## src/rtl/hs_pipe_sub.sv

```systemverilog
// Pipelined WIDTH-bit subtractor, CHUNK bits of ripple borrow per stage, valid/ready handshake.
// Define HS_PIPE_SUB_OVF_EN to add the registered signed-overflow output Ov.
module hs_pipe_sub #(
  parameter int WIDTH = 8,
  parameter int CHUNK = 4
) (
  input  logic             clk,
  input  logic             rst_n,
  input  logic [WIDTH-1:0] A,
  input  logic [WIDTH-1:0] B,
  input  logic             Bi,
  input  logic             in_valid,
  output logic             in_ready,
  output logic [WIDTH-1:0] Df,
  output logic             Bo,
  output logic             out_valid,
  input  logic             out_ready
`ifdef HS_PIPE_SUB_OVF_EN
  ,
  output logic             Ov
`endif
);

  localparam int STAGES = WIDTH / CHUNK;
  localparam int LAST   = STAGES - 1;

  // Stage registers: operands travel whole, df collects finished low chunks.
  logic             valid_reg  [STAGES];
  logic [WIDTH-1:0] a_reg      [STAGES];
  logic [WIDTH-1:0] b_reg      [STAGES];
  logic [WIDTH-1:0] df_reg     [STAGES];
  logic             borrow_reg [STAGES];

  // Per-stage view of the token entering it and the chunk it resolves.
  logic             valid_cur  [STAGES];
  logic [WIDTH-1:0] a_cur      [STAGES];
  logic [WIDTH-1:0] b_cur      [STAGES];
  logic [WIDTH-1:0] df_cur     [STAGES];
  logic             borrow_cur [STAGES];
  logic [CHUNK:0]   diff       [STAGES];
  logic [WIDTH-1:0] df_next    [STAGES];

  logic en;

  // A held result freezes every stage, so nothing can be overwritten.
  assign en       = rst_n & (~out_valid | out_ready);
  assign in_ready = en;

  genvar gi;
  generate
    for (gi = 0; gi < STAGES; gi++) begin : g_stage
      if (gi == 0) begin : g_head
        assign valid_cur[gi]  = in_valid;
        assign a_cur[gi]      = A;
        assign b_cur[gi]      = B;
        assign df_cur[gi]     = '0;
        assign borrow_cur[gi] = Bi;
      end else begin : g_body
        assign valid_cur[gi]  = valid_reg[gi-1];
        assign a_cur[gi]      = a_reg[gi-1];
        assign b_cur[gi]      = b_reg[gi-1];
        assign df_cur[gi]     = df_reg[gi-1];
        assign borrow_cur[gi] = borrow_reg[gi-1];
      end

      // Bit CHUNK of the extended difference is the borrow out of this chunk.
      assign diff[gi] = {1'b0, a_cur[gi][gi*CHUNK +: CHUNK]}
                      - {1'b0, b_cur[gi][gi*CHUNK +: CHUNK]}
                      - {{CHUNK{1'b0}}, borrow_cur[gi]};
      assign df_next[gi] = df_cur[gi] | (WIDTH'(diff[gi][CHUNK-1:0]) << (gi*CHUNK));
    end
  endgenerate

  always_ff @(posedge clk) begin
    if (!rst_n) begin
      for (int s = 0; s < STAGES; s++) begin
        valid_reg[s]  <= 1'b0;
        a_reg[s]      <= '0;
        b_reg[s]      <= '0;
        df_reg[s]     <= '0;
        borrow_reg[s] <= 1'b0;
      end
    end else if (en) begin
      for (int s = 0; s < STAGES; s++) begin
        valid_reg[s]  <= valid_cur[s];
        a_reg[s]      <= a_cur[s];
        b_reg[s]      <= b_cur[s];
        df_reg[s]     <= df_next[s];
        borrow_reg[s] <= diff[s][CHUNK];
      end
    end
  end

  assign out_valid = valid_reg[LAST];
  assign Df        = df_reg[LAST];
  assign Bo        = borrow_reg[LAST];

`ifdef HS_PIPE_SUB_OVF_EN
  always_ff @(posedge clk) begin
    if (!rst_n) begin
      Ov <= 1'b0;
    end else if (en) begin
      Ov <= (a_cur[LAST][WIDTH-1] ^ b_cur[LAST][WIDTH-1])
          & (df_next[LAST][WIDTH-1] ^ a_cur[LAST][WIDTH-1]);
    end
  end
`endif

endmodule

```

## config.mk

```make
export PLATFORM = sky130hd
export DESIGN_NAME = hs_pipe_sub
export DESIGN_NICKNAME = d
export VERILOG_FILES = /design/src/rtl/hs_pipe_sub.sv
export SDC_FILE = /design/constraint.sdc
export NUM_CORES = 1
export LEC_CHECK = 0
export BUFFER_PORTS_ARGS = -buffer_cell sky130_fd_sc_hd__buf_2
export CAP_MARGIN = 10
export CELL_PAD_IN_SITES_DETAIL_PLACEMENT = 0
export CELL_PAD_IN_SITES_GLOBAL_PLACEMENT = 2
export CORE_MARGIN = 5
export CORE_UTILIZATION = 32
export CTS_BUF_LIST = sky130_fd_sc_hd__clkbuf_8
export DETAILED_ROUTE_END_ITERATION = 7
export PLACE_DENSITY_LB_ADDON = 0.2
export SKIP_CTS_REPAIR_TIMING = 1
export SLEW_MARGIN = 20
export SYNTH_ARGS = -nofsm -noshare
export SYNTH_HDL_FRONTEND = slang
export SYNTH_SLANG_ARGS = --single-unit
```

## constraint.sdc

```tcl
create_clock -name clk -period 1.9 [get_ports clk]
set_input_delay 0.095 -clock clk [delete_from_list [all_inputs] [get_ports clk]]
set_output_delay 0.095 -clock clk [all_outputs]
set_load 0.02 [all_outputs]
```

==> results of run 1 <==
[how the worst min path moves through the flow]
stage                     start                         end  slack (ps)
after global routing       A[4]   a_reg[0][4]$_SDFFCE_PN0P_         140
after floorplan            A[1]  df_reg[0][0]$_SDFFCE_PN0P_         310
final                      A[5]   a_reg[0][5]$_SDFFCE_PN0P_         140
after global placement     A[7]   a_reg[0][7]$_SDFFCE_PN0P_         410
after detailed placement   A[5]   a_reg[0][5]$_SDFFCE_PN0P_         410
after CTS                  A[5]   a_reg[0][5]$_SDFFCE_PN0P_         140
[synthesized netlist by cell type, drive strengths merged]
master	instances	area [µm²]
xnor2	2	17.52
and3	16	106.4
ha	12	150.1
nand3	2	10.01
o21ai	2	10.01
edfxtp	24	720.7
inv	21	78.83
fa	4	80.08
nand2	1	6.260
and4	2	17.52
nor2	2	7.510
nand2b	5	38.78
mux2i	2	20.02
buf	4	32.53
nor3	2	10.01
nand3b	3	22.52
a31oi	2	12.51
a21oi	4	20.02
[stage by stage]
stage,TNS (ps),power (mW),hold slack (ps)
global route,-15.30,1.367,142.5
global placement,-3.653,0.9820,406.1
floorplan,0,0.8982,311.7
CTS,-55.40,1.285,135.5
detailed placement,-15.92,0.9885,413.6
finish,0,1.279,142.0
[logic make-up (layout without fill, tap and decap cells)]
group           after synthesis  count (layout)  share of synthesized area, %
xor+xnor                      2               2                         1.287
mux                           2               2                         1.471
simple gates                 33              33                         16.09
flops                        24              24                         52.94
fa+ha+maj                    16              16                         16.91
compound gates                8               8                         3.125
buf+inv                      25              56                         8.180
[layer usage]
metal / up-vias / part of all wire (%)
met1: 408 / 40
met3: 2 / 4.4
met5: - / 0
met2: 17 / 54
li1: 444 / -
met4: 0 / 1.5
[final cells by class]
type / count / area (µm²) / area share (%)
Sequential cell: 24 / 720.7 / 44.72
Tap cell: 50 / 62.56 / 3.882
Clock buffer: 3 / 41.29 / 2.562
Inverter: 21 / 78.83 / 4.891
Multi-Input combinational cell: 61 / 545.5 / 33.85
Timing Repair Buffer: 32 / 162.7 / 10.09
[power by group through the flow]
stage          sequential, mW  clock (mW)  combinational (mW)
2_1_floorplan           0.725           0               0.173
3_3_place_gp            0.682           0               0.300
3_5_place_dp            0.683           0               0.305
4_1_cts                 0.671       0.309               0.306
5_1_grt                 0.676       0.326               0.364
6_report                0.669       0.299               0.311
[critical path: cells and delay by family, from the launching register on]
kind | cells | cell delay, ps
compound gates | 1 | 140
fa+ha+maj | 2 | 790
buf+inv | 1 | 60
flops | 1 | 330
mux | 1 | 190
simple gates | 1 | 150
[placed cells by master, fill, tap and decap left out, types with 3 or more instances in the layout]
cell and count:
buf_2 31, edfxtp_1 24, inv_1 21, ha_1 12, and3_1 11, and3_2 5
nand3b_1 3, nand2b_1 3, a21oi_1 3, clkbuf_8 3
==> summary.txt, run 1 <==
Timing
  – Worst Tran Pin Value: between 300 and 400 ps
  – Period utilization: a little over nine tenths
  – Final Slew Violations: 0
  – Normalized max-slew margin: between 70 and 80%
  – Clock Skews: roughly 1.7 ps
  – Fmax: 553.0 MHz
  – Hold Fails Final Rpt: 0
  – Final setup viols: 0
  – Post-layout min period: ~1800 ps
  – Setup slack after layout: just over 90 ps

Run
  – Max_cap viols: 0

Power and ir drop
  – Max VDD drop: 239.2 µV
  – Flop pwr share: about 52%
  – LEAKAGE: 0.8050 nW
  – Internal Power: approximately 930 µW
  – Switch share: ~27%
  – Comb power frac: 24.3%
  – Net switching power: around 340 µW
  – Clk network pwr share: about a quarter
  – PwrDens: 793.7 mW/mm²

Clock network
  – Sink Count: 24
  – Htree depth: 1
  – Clock latency at the later pin of the worst-skew pair: 260 ps
  – Reg clk slew, reported paths: about 80 ps
  – CTS Buf Count: 3
  – Bufs on Longest Clock Path: 2
  – CTS tree: done
  – Clk root buf: clkbuf_8

Status
  – Status: finished clean

Cells and area
  – Finished Cell Area: approximately 0.0016 mm²
  – # fillers: 418
  – Finished Layout Cells: ~190
  – Nets@finish: 180
  – Layout cells sized above 1: around a third
  – Post-Route Utilization: between 30% and 40%
  – Max reg flops: 12
  – Antenna cells: 0
  – Area Overhead vs Synth: 18.38%

Detailed routing
  – DRT iter0 DRCs: 48
  – Remaining DRCs: 0
  – Drt total wl: between 2000 and 2500 µm
  – DRT Pass-1 Iters: 4
  – Vias: 871
  – Detail Route Antenna Nets: 0
  – Wire per inst: 12.20 µm
  – DR vias/cell: roughly 4.6

Worst setup path
  – Crit path max fanout: 2
  – Worst path cell trace: inv_1 > fa_2 > fa_2 > nand2b_4 > a21oi_2 > mux2i_1
  – CP max stage delay: around 410 ps
  – CP required: approximately 2000 ps
  – Critical path arrival: 1930 ps
  – RR Startpoint: borrow_reg[0][0]$_SDFFCE_PN0P_
  – R2r setup slk: ~92 ps
  – RR Endpoint: borrow_reg[0][1]$_SDFFCE_PN0P_
  – CP endpoint: borrow_reg[0][1]$_SDFFCE_PN0P_
  – Worst Setup Path Type: register to register
  – Reg2Reg Depth: 6
  – Slowest cell on the critical path: fa_2
  – CP dominant cell by count: fa_2
  – Critical Path End Type: register
  – Worst Setup SP: borrow_reg[0][0]$_SDFFCE_PN0P_
  – CP startpoint kind: register

Yosys
  – Syn nets: roughly 150
  – Share of the yosys chip area belonging to registers: 52.94%
  – Warnings from Yosys: 0
  – Mapped Avg Cell Area: approximately 12 µm²
  – Post-Synthesis Cells: 110
  – Yosys reg bits: 24
  – Post-Syn Area: between 0.001 and 0.0015 mm²
  – Count of cell types in the netlist: 21

Floorplan
  – Die area: 0.005659 mm²
  – Core area: 0.004058 mm²
  – Starting Density: around a third
  – DIE HEIGHT: 75.23 µm
  – IO Pins: 32
  – Site Rows: 23
  – Horiz. Die Dim: roughly 75 µm

Hold path
  – HP Class: primary input to register
  – Hold path cells: 2

Placed design
  – DP Area: between 0.0015 and 0.002 mm²
  – DP HPWL: 1719 µm
  – # port buffers: 31
  – Dpl cells: around 190
  – Dpl ws: -15.92 ps
  – Final GP Congestion: ~0.71

Global routing
  – Vias in the first global route: 917
  – GR Util All Layers: around a tenth
  – Met1 Usage GRT: about 11%
  – Most used routing layer: met2
  – Total gr overflow: 0
  – First-pass GRT wire length: a little over 4000 µm
  – GR Layer Usage met3: under 10%
  – Met2 Resource Use GR: between 10% and 20%
  – Initial antenna violation count: 0
  – Pin count of the biggest net entering global routing: 25
Note: power is estimated with default switching activity, not from simulation.
==> run 2, diff against run 1 <==
Settings changed: CELL_PAD_IN_SITES_DETAIL_PLACEMENT 0 to 1.
==> run 2 against run 1 <==
  * Register-to-register slack lost 20 ps
  * First-iteration DRC count down 38%
  * Non-clock buffer count unchanged
  * Clock-buffer cell count stayed put
  * Cell area increased by 0.47%
  * Worst hold slack worse by 3.2 ps
  * Combinational power increased by 2%
  * Setup slack worse by 23 ps
  * Maximum frequency fell by 1.3%
  * Critical path depth did not move
  * Power increased by 1.2%
  * Clock skew about the same
==> summary.txt, run 2 (synthesis results as in run 1) <==
Timing
  – Post-layout min period: 1831 ps (+23.04 ps)
  – Period utilization: 96.38% (+1.2 points)
  – Final Slew Violations: 0 (unchanged)
  – RSZ-0062 raised after global routing: no
  – Clock Skews: 2.144 ps (+0.4516 ps)
  – Final hold slack: 138.8 ps (-3.235 ps)
  – Final setup viols: 0 (unchanged)
  – Hold Fails Final Rpt: 0 (unchanged)
  – Worst Tran Pin Value: 324.0 ps (+3.073 ps)
  – Normalized max-slew margin: 78.40% (-0.20 points)
  – Fmax: 546.1 MHz (-1.3%)

Worst setup path
  – Slowest cell on the critical path: fa_2
  – RR Startpoint: a_reg[0][4]$_SDFFCE_PN0P_
  – Worst path cell trace: fa_2 > inv_1 > ha_1 > o21ai_2 > and4_1 > nor3_1
  – Worst path top cell family by delay: adder cells
  – Crit path max fanout: 2 (unchanged)
  – CP startpoint kind: register
  – CP Buf/Inv Count: 1 (unchanged)
  – Reg2Reg Depth: 6 (unchanged)
  – Worst Setup SP: a_reg[0][4]$_SDFFCE_PN0P_
  – CP max stage delay: 550 ps (+140 ps)
  – Worst Setup Path Type: register to register
  – WP depth: 6 (unchanged)
  – Critical path arrival: 1850 ps (-80 ps)
  – Critical Path End Type: register
  – CP required: 1920 ps (-100 ps)

Clock network
  – Htree depth: 1 (unchanged)
  – Reg clk slew, reported paths: 80 ps (about the same)
  – Clock latency at the later pin of the worst-skew pair: 260 ps (about the same)
  – CTS Buf Count: 3 (unchanged)
  – Clk root buf: clkbuf_8
  – Sink Count: 24 (unchanged)
  – Bufs on Longest Clock Path: 2 (unchanged)
  – CTS tree: done

Cells and area
  – Max reg flops: 12 (unchanged)
  – Commonest non-fill, non-tap cells in the layout: buf_2, edfxtp_1, inv_1
  – Multi-input gate area: 549.3 µm² (+0.69%)
  – Finished Cell Area: 0.001619 mm² (+0.47%)
  – Layout cells sized above 1: 33.10% (+0.47 points)
  – Area Overhead vs Synth: 18.93%
  – # fillers: 455 (+8.9%)
  – Register area: 720.7 µm² (unchanged)
  – Commonest non-fill, non-tap cell in the layout: buf_2
  – Nets@finish: 180 (unchanged)
  – Post-Route Utilization: 39.90% (+0.19 points)
  – Antenna cells: 0 (unchanged)

Power and ir drop
  – Max VDD drop: 246.6 µV (+3.1%)
  – PwrDens: 799.2 mW/mm² (+0.70%)
  – Final Power: 1.294 mW (+1.2%)
  – LEAKAGE: 0.8071 nW (+0.26%)

Hold path
  – HP Class: primary input to register
  – Hold path cells: 2 (unchanged)
  – Hold path startpoint: in_valid

Detailed routing
  – Drt total wl: 2460 µm (+5.5%)
  – Vias: 900 (+3.3%)
  – Wire per inst: 12.81 µm (+5.0%)
  – DR vias/cell: 4.688 (+2.8%)
  – Remaining DRCs: 0 (unchanged)
  – DRT Pass-1 Iters: 3 (-1)
  – DRT iter0 DRCs: 30 (-38%)
  – Detail Route Antenna Nets: 0 (unchanged)

Status
  – Status: finished clean

Floorplan
  – Horiz. Die Dim: 75.23 µm (unchanged)
  – IO Pins: 32 (unchanged)
  – Core area: 0.004058 mm² (unchanged)
  – Die area: 0.005659 mm² (unchanged)
  – DIE HEIGHT: 75.23 µm (unchanged)
  – Site Rows: 23 (unchanged)
  – Starting Density: 33.55% (unchanged)

Placed design
  – DP Area: 0.001556 mm² (unchanged)
  – # port buffers: 31 (unchanged)
  – Final GP Congestion: 0.7097 (unchanged)
  – DP HPWL: 1849 µm (+7.6%)

Global routing
  – First-pass GRT wire length: 4188 µm (+3.2%)
  – Pin count of the biggest net entering global routing: 25 (unchanged)
  – GR Util All Layers: 9.875% (+0.47 points)
  – Vias in the first global route: 978 (+6.7%)
  – Initial antenna violation count: 0 (unchanged)
  – Total gr overflow: 0 (unchanged)

Run
  – Max_cap viols: 0 (unchanged)
==> run 2: cell count changes in the layout (fill, tap and decap cells not counted) <==
cell / previous run / this run
o21ai_1: 2 / 1
o21ai_2: 0 / 1
clkinv_1: 0 / 1
==> run 2: metrics by stage <==
step,worst slack [ps],TNS (ps),instances
2_1_floorplan,41.87,0,110
4_1_cts,-95.50,-95.50,192
6_report,68.79,0,192
3_3_place_gp,-3.653,-3.653,188
5_1_grt,13.72,0,192
3_5_place_dp,-64.78,-64.78,188
==> run 2: report_power, final <==
group          internal (mW)  switching, mW  leakage [nW]  total (mW)
clock network          0.144          0.162        0.0231       0.306
registers              0.653         0.0165         0.279       0.670
logic                  0.143          0.175         0.505       0.318
==> run 2: cell type report <==
| class | instances | area share, % |
|---|---|---|
| clock buffer | 3 | 2.550 |
| clock inverter | 1 | 0.2318 |
| inverter | 21 | 4.869 |
| multi-input combinational | 61 | 33.93 |
| sequential | 24 | 44.51 |
| tap | 50 | 3.864 |
| timing repair buffer | 32 | 10.05 |
==> run 2: metal layers <==
| layer | share of wire (%) | up-vias | global-route usage, % |
|---|---|---|---|
| met5 | 0 | - | 0 |
| met4 | 2.1 | 0 | 5.243 |
| met3 | 4.8 | 4 | 1.736 |
| met2 | 55 | 19 | 19.05 |
| met1 | 38 | 431 | 9.925 |
| li1 | - | 446 | - |
==> run 2: path summary, 6_finish.rpt <==
kind                            slack, ps                            end
worst max-delay path                   70    df_reg[0][15]$_SDFFCE_PN0P_
worst min-delay path                  140  valid_reg[0][0]$_SDFFCE_PN0P_
worst max register to register         70    df_reg[0][15]$_SDFFCE_PN0P_
worst min register to register        560    df_reg[0][11]$_SDFFCE_PN0P_
==> run 3, diff against run 2 <==
Settings changed: ABC_AREA set to 1, CORE_UTILIZATION 32 to 31, PLACE_DENSITY_LB_ADDON 0.2 to 0.05.
==> run 3 against run 2 <==
  * Largest power group unchanged
  * Cell area rose by 1.2%
  * Routed wire length fell by 2.1%
  * Cell count rose by 16%
  * Power barely moved
  * Clock-buffer cell count did not move
  * Clock skew rose by 2.0 ps
  * Die area rose by 2.9%
  * Critical endpoint unchanged
  * Synthesized cell count rose by 23%
==> summary.txt, run 3 <==
Yosys
  – Count of cell types in the netlist: 15 (-29%)
  – XOR/XNOR share of the synthesized area: 1.284% (-0.0024 points)
  – Mapped Avg Cell Area: 10.10 µm² (-18%)
  – Ys async rst share: 0% (unchanged)
  – Top-area cell type share of the netlist area: 52.84% (-0.097 points)
  – Main synth FF type: edfxtp_1
  – Count leader, synth: inv_1
  – Post-synthesis mux area share: 0% (-1.5 points)
  – Post-Synthesis Cells: 135 (+23%)
  – Commonest cells post-synth: inv_1, edfxtp_1, nor2_1
  – Synth Area in Simple Gates: 12.29% (-3.8 points)
  – Syn nets: 172 (+17%)
  – Warnings from Yosys: 0 (unchanged)
  – Synth area leaders: edfxtp_1, inv_1, ha_1
  – Synth Area in Adders: 16.88% (-0.031 points)
  – Complex-gate fraction of the synthesized area: 3.486% (+0.36 points)
  – Post-Syn Area: 0.001364 mm² (+0.18%)
  – Post-synth EDFFs: 24 (unchanged)
  – Yosys reg bits: 24 (unchanged)
  – Synth area leader: edfxtp_1
  – Share of the yosys chip area belonging to registers: 52.84% (-0.097 points)
  – Largest family of logic cells by synthesized area: adder cells

Cells and area
  – Nets@finish: 209 (+16%)
  – Commonest non-fill, non-tap cell in the layout: inv_1
  – Antenna cells: 0 (unchanged)
  – Area Overhead vs Synth: 20.09%
  – Post-Route Utilization: 37.88% (-2.0 points)
  – Max reg flops: 12 (unchanged)
  – # fillers: 524 (+15%)
  – Layout cells sized above 1: 26.90% (-6.2 points)
  – Commonest non-fill, non-tap cells in the layout: inv_1, buf_2, edfxtp_1

Power and ir drop
  – PwrDens: 790.8 mW/mm² (-1.1%)
  – Max VDD drop: 262.8 µV (+6.5%)
  – LEAKAGE: 0.8572 nW (+6.2%)

Timing
  – Final Slew Violations: 0 (unchanged)
  – Post-layout min period: 1760 ps (-71.27 ps)
  – Hold Fails Final Rpt: 0 (unchanged)
  – Period utilization: 92.63% (-3.8 points)
  – Normalized max-slew margin: 78.57% (+0.16 points)
  – Final hold slack: 131.4 ps (-7.422 ps)
  – Worst Tran Pin Value: 320.4 ps (-3.577 ps)
  – Clock Skews: 4.104 ps (+1.959 ps)
  – Final setup viols: 0 (unchanged)
  – RSZ-0062 raised after global routing: no
  – Fmax: 568.2 MHz (+4.0%)

Global routing
  – Pin count of the biggest net entering global routing: 25 (unchanged)
  – First-pass GRT wire length: 4436 µm (+5.9%)
  – Vias in the first global route: 1024 (+4.7%)
  – Total gr overflow: 0 (unchanged)
  – Initial antenna violation count: 0 (unchanged)
  – GR Util All Layers: 9.203% (-0.67 points)

Clock network
  – Sink Count: 24 (unchanged)
  – Clk root buf: clkbuf_8
  – CTS tree: done
  – Bufs on Longest Clock Path: 2 (unchanged)
  – Htree depth: 1 (unchanged)
  – CTS Buf Count: 3 (unchanged)
  – Reg clk slew, reported paths: 80 ps (about the same)
  – Clock latency at the later pin of the worst-skew pair: 260 ps (about the same)

Floorplan
  – Core area: 0.004324 mm² (+6.6%)
  – Horiz. Die Dim: 76.33 µm (+1.5%)
  – Starting Density: 31.54% (-2.0 points)
  – Site Rows: 24 (+4.3%)
  – DIE HEIGHT: 76.33 µm (+1.5%)
  – IO Pins: 32 (unchanged)
  – Die area: 0.005826 mm² (+2.9%)

Worst setup path
  – Critical path arrival: 1780 ps (-70 ps)
  – CP startpoint kind: register
  – R2r setup slk: 140 ps (+70 ps)
  – RR Startpoint: borrow_reg[0][0]$_SDFFCE_PN0P_
  – Reg2Reg Depth: 8 (+2)
  – CP required: 1920 ps (about the same)
  – Crit path max fanout: 2 (unchanged)
  – Critical Path End Type: register
  – Worst Setup Path Type: register to register
  – RR Endpoint: df_reg[0][15]$_SDFFCE_PN0P_

Run
  – Max_cap viols: 0 (unchanged)

Detailed routing
  – Remaining DRCs: 0 (unchanged)
  – DR vias/cell: 4.184 (-11%)
  – Wire per inst: 10.80 µm (-16%)
  – Vias: 933 (+3.7%)
  – DRT iter0 DRCs: 10 (-67%)
  – Drt total wl: 2409 µm (-2.1%)
  – DRT Pass-1 Iters: 2 (-1)
  – Detail Route Antenna Nets: 0 (unchanged)

Hold path
  – Hold path startpoint: A[5]
  – HP Class: primary input to register
  – Min-Delay Endpoint: a_reg[0][5]$_SDFFCE_PN0P_
  – Hold path cells: 3 (+1)

Placed design
  – DP HPWL: 1946 µm (+5.2%)
  – Final GP Congestion: 0.6422 (-9.5%)
  – # port buffers: 31 (unchanged)

Status
  – Status: finished clean
==> run 3: cell count changes after synthesis, moves of 3 or more <==
cell,before,now
and3_2,5,0
nand3b_1,3,0
nor2_1,2,22
nand2_1,0,11
inv_1,21,41
nand3_1,2,5
and3_1,11,0
nand2b_1,4,0
==> run 3: report_power, final <==
| group | internal, mW | switching [mW] | total [mW] |
|---|---|---|---|
| Combinational | 0.133 | 0.193 | 0.326 |
| Clock | 0.144 | 0.155 | 0.299 |
| Sequential | 0.653 | 0.0169 | 0.670 |
| Total | 0.931 | 0.365 | 1.30 |
==> run 3: cell families (layout without fill, tap and decap cells) <==
| group | after synthesis | after routing |
|---|---|---|
| buffers and inverters | 44 | 80 |
| AND/OR/NAND/NOR | 41 | 41 |
| flip-flops | 24 | 24 |
| adder cells (fa/ha/maj) | 16 | 16 |
| AO/OA/AOI/OAI | 8 | 8 |
| XOR/XNOR | 2 | 2 |
==> run 3: metal layers <==
layer | routed length (µm) | GRT usage (%)
met3 | 85 | 1.891
met1 | 933 | 9.955
met5 | 0 | 0
met2 | 1355 | 17.47
met4 | 34 | 3.147
==> run 3: layout make-up <==
type,instances,area (µm²),share of cell area (%)
well taps,52,65.06,3.973
clock inverters,1,3.754,0.2292
flip-flops and latches,24,720.7,44.00
multi-input cells,67,471.7,28.80
clock buffers,3,41.29,2.521
inverters,42,157.7,9.626
repair buffers,34,177.7,10.85
==> run 3: how the worst max path moves through the flow <==
stage          slack, ps                              to                            from
6_report             140     df_reg[0][15]$_SDFFCE_PN0P_  borrow_reg[0][0]$_SDFFCE_PN0P_
5_1_grt               10  borrow_reg[0][1]$_SDFFCE_PN0P_  borrow_reg[0][0]$_SDFFCE_PN0P_
4_1_cts              -20  borrow_reg[0][1]$_SDFFCE_PN0P_       a_reg[0][4]$_SDFFCE_PN0P_
3_5_place_dp         -10  borrow_reg[0][1]$_SDFFCE_PN0P_       a_reg[0][4]$_SDFFCE_PN0P_
3_3_place_gp          20  borrow_reg[0][1]$_SDFFCE_PN0P_       a_reg[0][4]$_SDFFCE_PN0P_
2_1_floorplan         60  borrow_reg[0][1]$_SDFFCE_PN0P_       a_reg[0][4]$_SDFFCE_PN0P_
==> run 3: per-stage QoR <==
stage          setup WS (ps)  cells  cell area (µm²)  setup TNS [ps]  power [mW]
6_report               140.1    223             1638               0       1.295
5_1_grt                13.59    223             1638               0       1.394
4_1_cts               -20.36    223             1629          -30.86       1.320
3_5_place_dp          -12.95    219             1584          -13.12       1.015
3_3_place_gp           18.04    219             1584               0       1.004
2_1_floorplan          58.59    135             1364               0      0.9114
==> run 3: worst max-delay path, stage by stage, from the launching register on <==
cell and delay [ps]:
edfxtp_1 330, inv_1 60, fa_2 570, inv_1 40, ha_1 180, o21ai_2 150
nand3_1 90, nand2_1 70, nor2_1 40
